<file path="config.mk">
export PLATFORM = sky130hd
export DESIGN_NAME = mem_ex_pipeline
export DESIGN_NICKNAME = d
export VERILOG_FILES = /design/src/rtl/mem_ex_pipeline.sv
export SDC_FILE = /design/constraint.sdc
export NUM_CORES = 1
export LEC_CHECK = 0
export BUFFER_PORTS_ARGS = -buffer_cell sky130_fd_sc_hd__buf_2
export CORE_MARGIN = 10
export CORE_UTILIZATION = 37
export CTS_CLUSTER_SIZE = 20
export DETAILED_ROUTE_END_ITERATION = 8
export PLACE_DENSITY = 0.77
export SLEW_MARGIN = 25
export SYNTH_ARGS = -nofsm -noshare
export SYNTH_HDL_FRONTEND = slang
export SYNTH_SLANG_ARGS = --single-unit
</file>
<file path="constraint.sdc">
create_clock -name CLK -period 0.8 [get_ports CLK]
set_clock_uncertainty 0.1 [all_clocks]
set_input_delay 0.16 -clock CLK [delete_from_list [all_inputs] [get_ports CLK]]
set_output_delay 0.16 -clock CLK [all_outputs]
set_load 0.01 [all_outputs]
</file>
<file path="src/rtl/mem_ex_pipeline.sv">
// MEM/WB pipeline register for the RV32IM 5-stage pipeline.
// Captures the write-back control bits, memory read data, ALU result and
// destination register index on each rising clock edge and presents them to
// the write-back stage for one full cycle. Every output comes straight from a
// flip-flop, so there is no combinational path from inputs to outputs.
module mem_ex_pipeline #(
    parameter int DATA_WIDTH     = 32,
    parameter int REG_ADDR_WIDTH = 5
) (
    input  logic                      CLK,
    input  logic                      Reset,
    input  logic                      Write_enable,
    input  logic                      Memory_access,
    input  logic [DATA_WIDTH-1:0]     Memory_Data,
    input  logic [DATA_WIDTH-1:0]     ALU_Output,
    input  logic [REG_ADDR_WIDTH-1:0] Write_Address,
    output logic                      Write_Enable_Out,
    output logic                      Memory_access_Out,
    output logic [DATA_WIDTH-1:0]     Memory_Data_Out,
    output logic [DATA_WIDTH-1:0]     ALU_Output_Out,
    output logic [REG_ADDR_WIDTH-1:0] Write_Address_out
);

    logic                      writeEnable_q,   writeEnable_d;
    logic                      memAccess_q,     memAccess_d;
    logic [DATA_WIDTH-1:0]     memData_q,       memData_d;
    logic [DATA_WIDTH-1:0]     aluResult_q,     aluResult_d;
    logic [REG_ADDR_WIDTH-1:0] writeAddress_q,  writeAddress_d;

    // Next state is simply the MEM-stage values: the stage never stalls or
    // flushes, and x0 suppression is left to the register file.
    always_comb begin
        writeEnable_d  = Write_enable;
        memAccess_d    = Memory_access;
        memData_d      = Memory_Data;
        aluResult_d    = ALU_Output;
        writeAddress_d = Write_Address;
    end

    // Stage registers; the active-low reset clears them immediately and
    // overrides a coincident clock edge.
    always_ff @(posedge CLK or negedge Reset) begin
        if (!Reset) begin
            writeEnable_q  <= 1'b0;
            memAccess_q    <= 1'b0;
            memData_q      <= '0;
            aluResult_q    <= '0;
            writeAddress_q <= '0;
        end else begin
            writeEnable_q  <= writeEnable_d;
            memAccess_q    <= memAccess_d;
            memData_q      <= memData_d;
            aluResult_q    <= aluResult_d;
            writeAddress_q <= writeAddress_d;
        end
    end

    assign Write_Enable_Out  = writeEnable_q;
    assign Memory_access_Out = memAccess_q;
    assign Memory_Data_Out   = memData_q;
    assign ALU_Output_Out    = aluResult_q;
    assign Write_Address_out = writeAddress_q;

endmodule

</file>
==> results.json, run 1 <==
{
  "instances_no_fill": 360,
  "cts_buffers": 9,
  "cp_cell_sequence": "buf_6",
  "multi_input_gates": 0,
  "cts_buffer_depth": 2,
  "rsz0062_at_grt": "yes",
  "fillCellCount": 276,
  "route.vias.total": 1500,
  "gr-usage-met1_pct": 14.4,
  "crit_slowest_cell": "dfrtp_1",
  "synth_warnings": 0,
  "synth_nets": 144,
  "core_mm2": 0.00469,
  "failed_checks": "negative setup slack",
  "cp-start-kind": "flip-flop",
  "cts_max_level": 3,
  "root_buffer": "clkbuf_8",
  "synth_area_per_cell_um2": 25.0,
  "drt_wl_total_mm": 6.73,
  "ir_worst_vdd_uv": 1360,
  "hold_class": "input port to asynchronous set/reset pin",
  "yosysSeqAreaShare_pct": 100,
  "layout-drive-gt1-share_pct": 52.0,
  "dp_hpwl_mm": 4.28,
  "multi_input_area_um2": 0,
  "netlist_instances": 71,
  "maxSlewViolCount": 0,
  "syn_area_mm2": 0.00178,
  "start_util_pct": 37.9,
  "ant_nets": 0,
  "gr-usage-all-layers_pct": 16.4,
  "grt_max_degree": 36,
  "finalWorstSetupSlack_ns": -0.305,
  "ys_ff_latch": 71,
  "leakage_uw": 0.00188,
  "drc": 0,
  "final_nets": 373,
  "hold_ws_ns": 0.275,
  "antenna_found_initial": 1,
  "use_met2_pct": 30.3,
  "cp_max_fo": 1,
  "fp.dieW_um": 89.3,
  "final_cell_mix": "107 x buf_2, 72 x dlygate4sd3_1, 71 x dfrtp_1, 36 x buf_6, 12 x clkbuf_8",
  "critPathArrivalTime_ns": 0.85,
  "cp.required_ns": 0.54,
  "min_period_over_period_pct": 138,
  "power.total_uw": 7310,
  "maxCapViolations": 0,
  "wl_per_cell_um": 18.7,
  "cts_sinks": 71,
  "tns_ns": -19.81,
  "dieArea_mm2": 0.00797,
  "cp_slowest_stage_delay_ns": 0.40,
  "crit_family": "flip-flops",
  "finalHoldViolations": 0,
  "grt_pass1_vias": 1817,
  "cts_tree": "yes",
  "tightest_slew_ns": 0.217,
  "dp_slack_ns": 0.0398,
  "end_kind": "output port",
  "io-pin-count": 144,
  "slew_headroom_pct": 85.5,
  "drtIter0Drc": 37,
  "place_inst": 271,
  "area_growth_pct": 110,
  "port_buffers": 143,
  "dr.pass1.iters": 4,
  "rows": 25,
  "layout_commonest_cell": "buf_2",
  "period_minus_slack_ns": 1.11,
  "grt_busiest_layer": "met2",
  "clock.fmax_mhz": 905,
  "synth.distinct_cells": 1,
  "fp.dieH_um": 89.3,
  "post_drt_via_cell_ratio": 4.17,
  "crit_type": "flip-flop to output port",
  "grt_pass1_wl_mm": 9.43,
  "setup-violations-final": 71,
  "path_buf_inv": 1,
  "status": "finished, violations left",
  "overflow": 0,
  "gp_congestion": 0.664,
  "p_per_area_mw_per_mm2": 1960,
  "grt_use_met3_pct": 7.75,
  "path_clk_slew_ns": 0.07
}
[cell families (layout without fill, tap and decap cells)]
logic type	count (synthesis)	in the layout	synth area share, %
buffers and inverters	0	233	0
flip-flops	71	71	100
other	0	2	0
[final timing paths]
check / from / slack, ns / end / cells after the start
max in group asynchronous: Reset / 0.12 / Memory_Data_Out[14] / 3
hold / removal: Reset / 0.28 / ALU_Output_Out[5] / 3
min in group CLK: ALU_Output[27] / 0.38 / ALU_Output_Out[27] / 2
setup / recovery: Memory_Data_Out[16] / -0.31 / Memory_Data_Out[16] / 1
[cells in the mapped netlist]
cell type | n | share of area (%)
dfrtp_1 | 71 | 100
[metrics by stage]
step                      util [%]  cell area (um2)
after floorplan                  -             1780
after global placement        55.4             2600
after detailed placement      55.4             2600
after CTS                     75.7             3550
after global routing          79.3             3720
final                         79.3             3720
[what timing repair did]
action	CTS	global route
hold buffers	72	0
endpoints found under the setup margin	71	91
hold endpoints to repair	142	0
setup buffers	0	0
gates resized for setup	10	28
gates cloned	0	0
[layer usage]
metal | share of wire (%) | routed length, um
met1 | 32 | 2150
met2 | 54 | 3660
met4 | 1.6 | 106
met3 | 12 | 810
met5 | 0 | 0
[state kept, by name, summed over array words and instances, names as in the netlist]
name / count
Memory_Data_Out: 32
Write_Enable_Out: 1
Memory_access_Out: 1
ALU_Output_Out: 32
Write_Address_out: 5
[final cells by class]
class	instances	area, um2	area share (%)
Antenna cell	2	5.00	0.134
Clock buffer	15	176	4.74
Sequential cell	71	1780	47.7
Tap cell	54	67.6	1.82
Timing Repair Buffer	218	1700	45.6
[power breakdown]
group          internal (uW)  total [uW]  switching, uW
clock                   1370        2500           1130
sequential              3770        3840           71.8
combinational            596         963            367
No activity file was read; power rests on OpenSTA's default activity.
==> inputs of run 2 (changes only) <==
--- a/config.mk
+++ b/config.mk
@@ -5,9 +5,11 @@
 export SDC_FILE = /design/constraint.sdc
 export NUM_CORES = 1
 export LEC_CHECK = 0
+export ABC_CLOCK_PERIOD_IN_PS = 800
 export BUFFER_PORTS_ARGS = -buffer_cell sky130_fd_sc_hd__buf_2
 export CORE_MARGIN = 10
 export CORE_UTILIZATION = 37
+export CTS_BUF_LIST = sky130_fd_sc_hd__clkbuf_8 sky130_fd_sc_hd__clkbuf_16
 export CTS_CLUSTER_SIZE = 20
 export DETAILED_ROUTE_END_ITERATION = 8
 export PLACE_DENSITY = 0.77
==> run 2 against run 1 <==
  * The run still ends with negative setup slack left
  * Sequential power barely moved
  * Design area barely moved
  * Core utilization fell by 0.053 points
  * Final cell count fell by 0.28%
  * Non-clock buffer count did not move
  * Routed wire length fell by 0.12%
  * Largest power group unchanged
  * Maximum frequency rose by 0.13%
  * Highest routed layer unchanged
  * Hold slack improved by 0.0014 ns
  * Sequential share of layout area barely moved
  * Via count fell by 0.67%
==> results.json, run 2 (synthesis gave the netlist of run 1 again) <==
{
  "status": "finished, violations left",
  "failed_checks": "negative setup slack",
  "path_depth": 1,
  "grt_max_degree": 36,
  "fp.dieW_um": 89.3,
  "clock.fmax_mhz": 906,
  "cp.required_ns": 0.54,
  "post_dp_cell_area_mm2": 0.00260,
  "route.vias.total": 1490,
  "drc": 0,
  "rows": 25,
  "overflow": 0,
  "setup-violations-final": 71,
  "rsz0062_at_grt": "yes",
  "area_growth_pct": 109,
  "path_clk_slew_ns": 0.07,
  "tightest_slew_ns": 0.217,
  "gp_congestion": 0.664,
  "ir_worst_vdd_uv": 1360,
  "cts_buffer_depth": 2,
  "final_nets": 373,
  "gr-usage-all-layers_pct": 16.4,
  "layout_commonest_cell": "buf_2",
  "p_per_area_mw_per_mm2": 1950,
  "antenna_found_initial": 1,
  "start_util_pct": 37.9,
  "final_cell_mix": "107 x buf_2, 72 x dlygate4sd3_1, 71 x dfrtp_1, 36 x buf_6, 12 x clkbuf_8",
  "min_period_over_period_pct": 138,
  "cp_cell_sequence": "buf_6",
  "port_buffers": 143,
  "grt_pass1_wl_mm": 9.43,
  "path_buf_inv": 1,
  "cp-start-kind": "flip-flop",
  "cts_max_level": 3,
  "cts_sinks": 71,
  "hold_ws_ns": 0.277,
  "dieArea_mm2": 0.00797,
  "cts_buffers": 9,
  "crit_type": "flip-flop to output port",
  "tns_ns": -19.69,
  "drtIter0Drc": 37,
  "period_minus_slack_ns": 1.10,
  "drt_wl_total_mm": 6.72,
  "fin_area_mm2": 0.00372,
  "hold_class": "input port to asynchronous set/reset pin",
  "cts_setup_buffers": 0,
  "wl_per_cell_um": 18.7,
  "finalHoldViolations": 0,
  "post_drt_via_cell_ratio": 4.15,
  "dp_hpwl_mm": 4.28,
  "crit_family": "flip-flops",
  "cp_max_fo": 1,
  "layout-drive-gt1-share_pct": 52.0,
  "cp_slowest_stage_delay_ns": 0.40,
  "grt_pass1_vias": 1817,
  "root_buffer": "clkbuf_8",
  "dr.pass1.iters": 4,
  "maxSlewViolCount": 0,
  "crit_slowest_cell": "dfrtp_1",
  "leakage_uw": 0.00189,
  "fp.dieH_um": 89.3,
  "multi_input_area_um2": 0,
  "end_kind": "output port",
  "core_mm2": 0.00469,
  "maxCapViolations": 0,
  "ant_nets": 0,
  "io-pin-count": 144,
  "cts_tree": "yes",
  "critPathArrivalTime_ns": 0.84,
  "slew_headroom_pct": 85.5,
  "finalWorstSetupSlack_ns": -0.304,
  "multi_input_gates": 0
}
[run 2: metal layers]
| layer | GRT usage (%) | wire, um |
|---|---|---|
| met2 | 30.3 | 3640 |
| met1 | 14.4 | 2170 |
| met3 | 7.75 | 787 |
| met5 | 0 | 0 |
| met4 | 7.95 | 129 |
[run 2: final cells by class]
class                   count  area, um2
well taps                  54       67.6
flip-flops and latches     71       1780
clock buffers              12        165
diodes                      1       2.50
repair buffers            218       1700
fillers                   276        972
clock inverters             3       11.3
[run 2: repair_timing]
action                                  CTS  global route
endpoints found under the hold margin   142             0
endpoints found under the setup margin   71            87
hold buffers                             72             0
gates resized for setup                  10            28
[run 2: through the flow]
stage | util (%) | setup WS, ns | std cells | total power, uW
global placement | 55.4 | 0.0490 | 271 | 4430
detailed placement | 55.4 | 0.0398 | 271 | 4460
global route | 79.3 | -0.338 | 359 | 7570
finish | 79.3 | -0.304 | 359 | 7270
floorplan | - | 0.164 | 71 | 3990
CTS | 75.7 | -0.317 | 358 | 7240
[run 2: final timing paths]
kind / startpoint / to
hold / removal: Reset / ALU_Output_Out[5]
setup / recovery: Memory_Data_Out[16] / Memory_Data_Out[16]
max in group asynchronous: Reset / Memory_Data_Out[14]
min in group CLK: ALU_Output[27] / ALU_Output_Out[27]
[run 2: where the power goes]
part / switching (uW) / internal (uW)
logic: 366 / 596
registers: 71.8 / 3770
clock network: 1130 / 1330
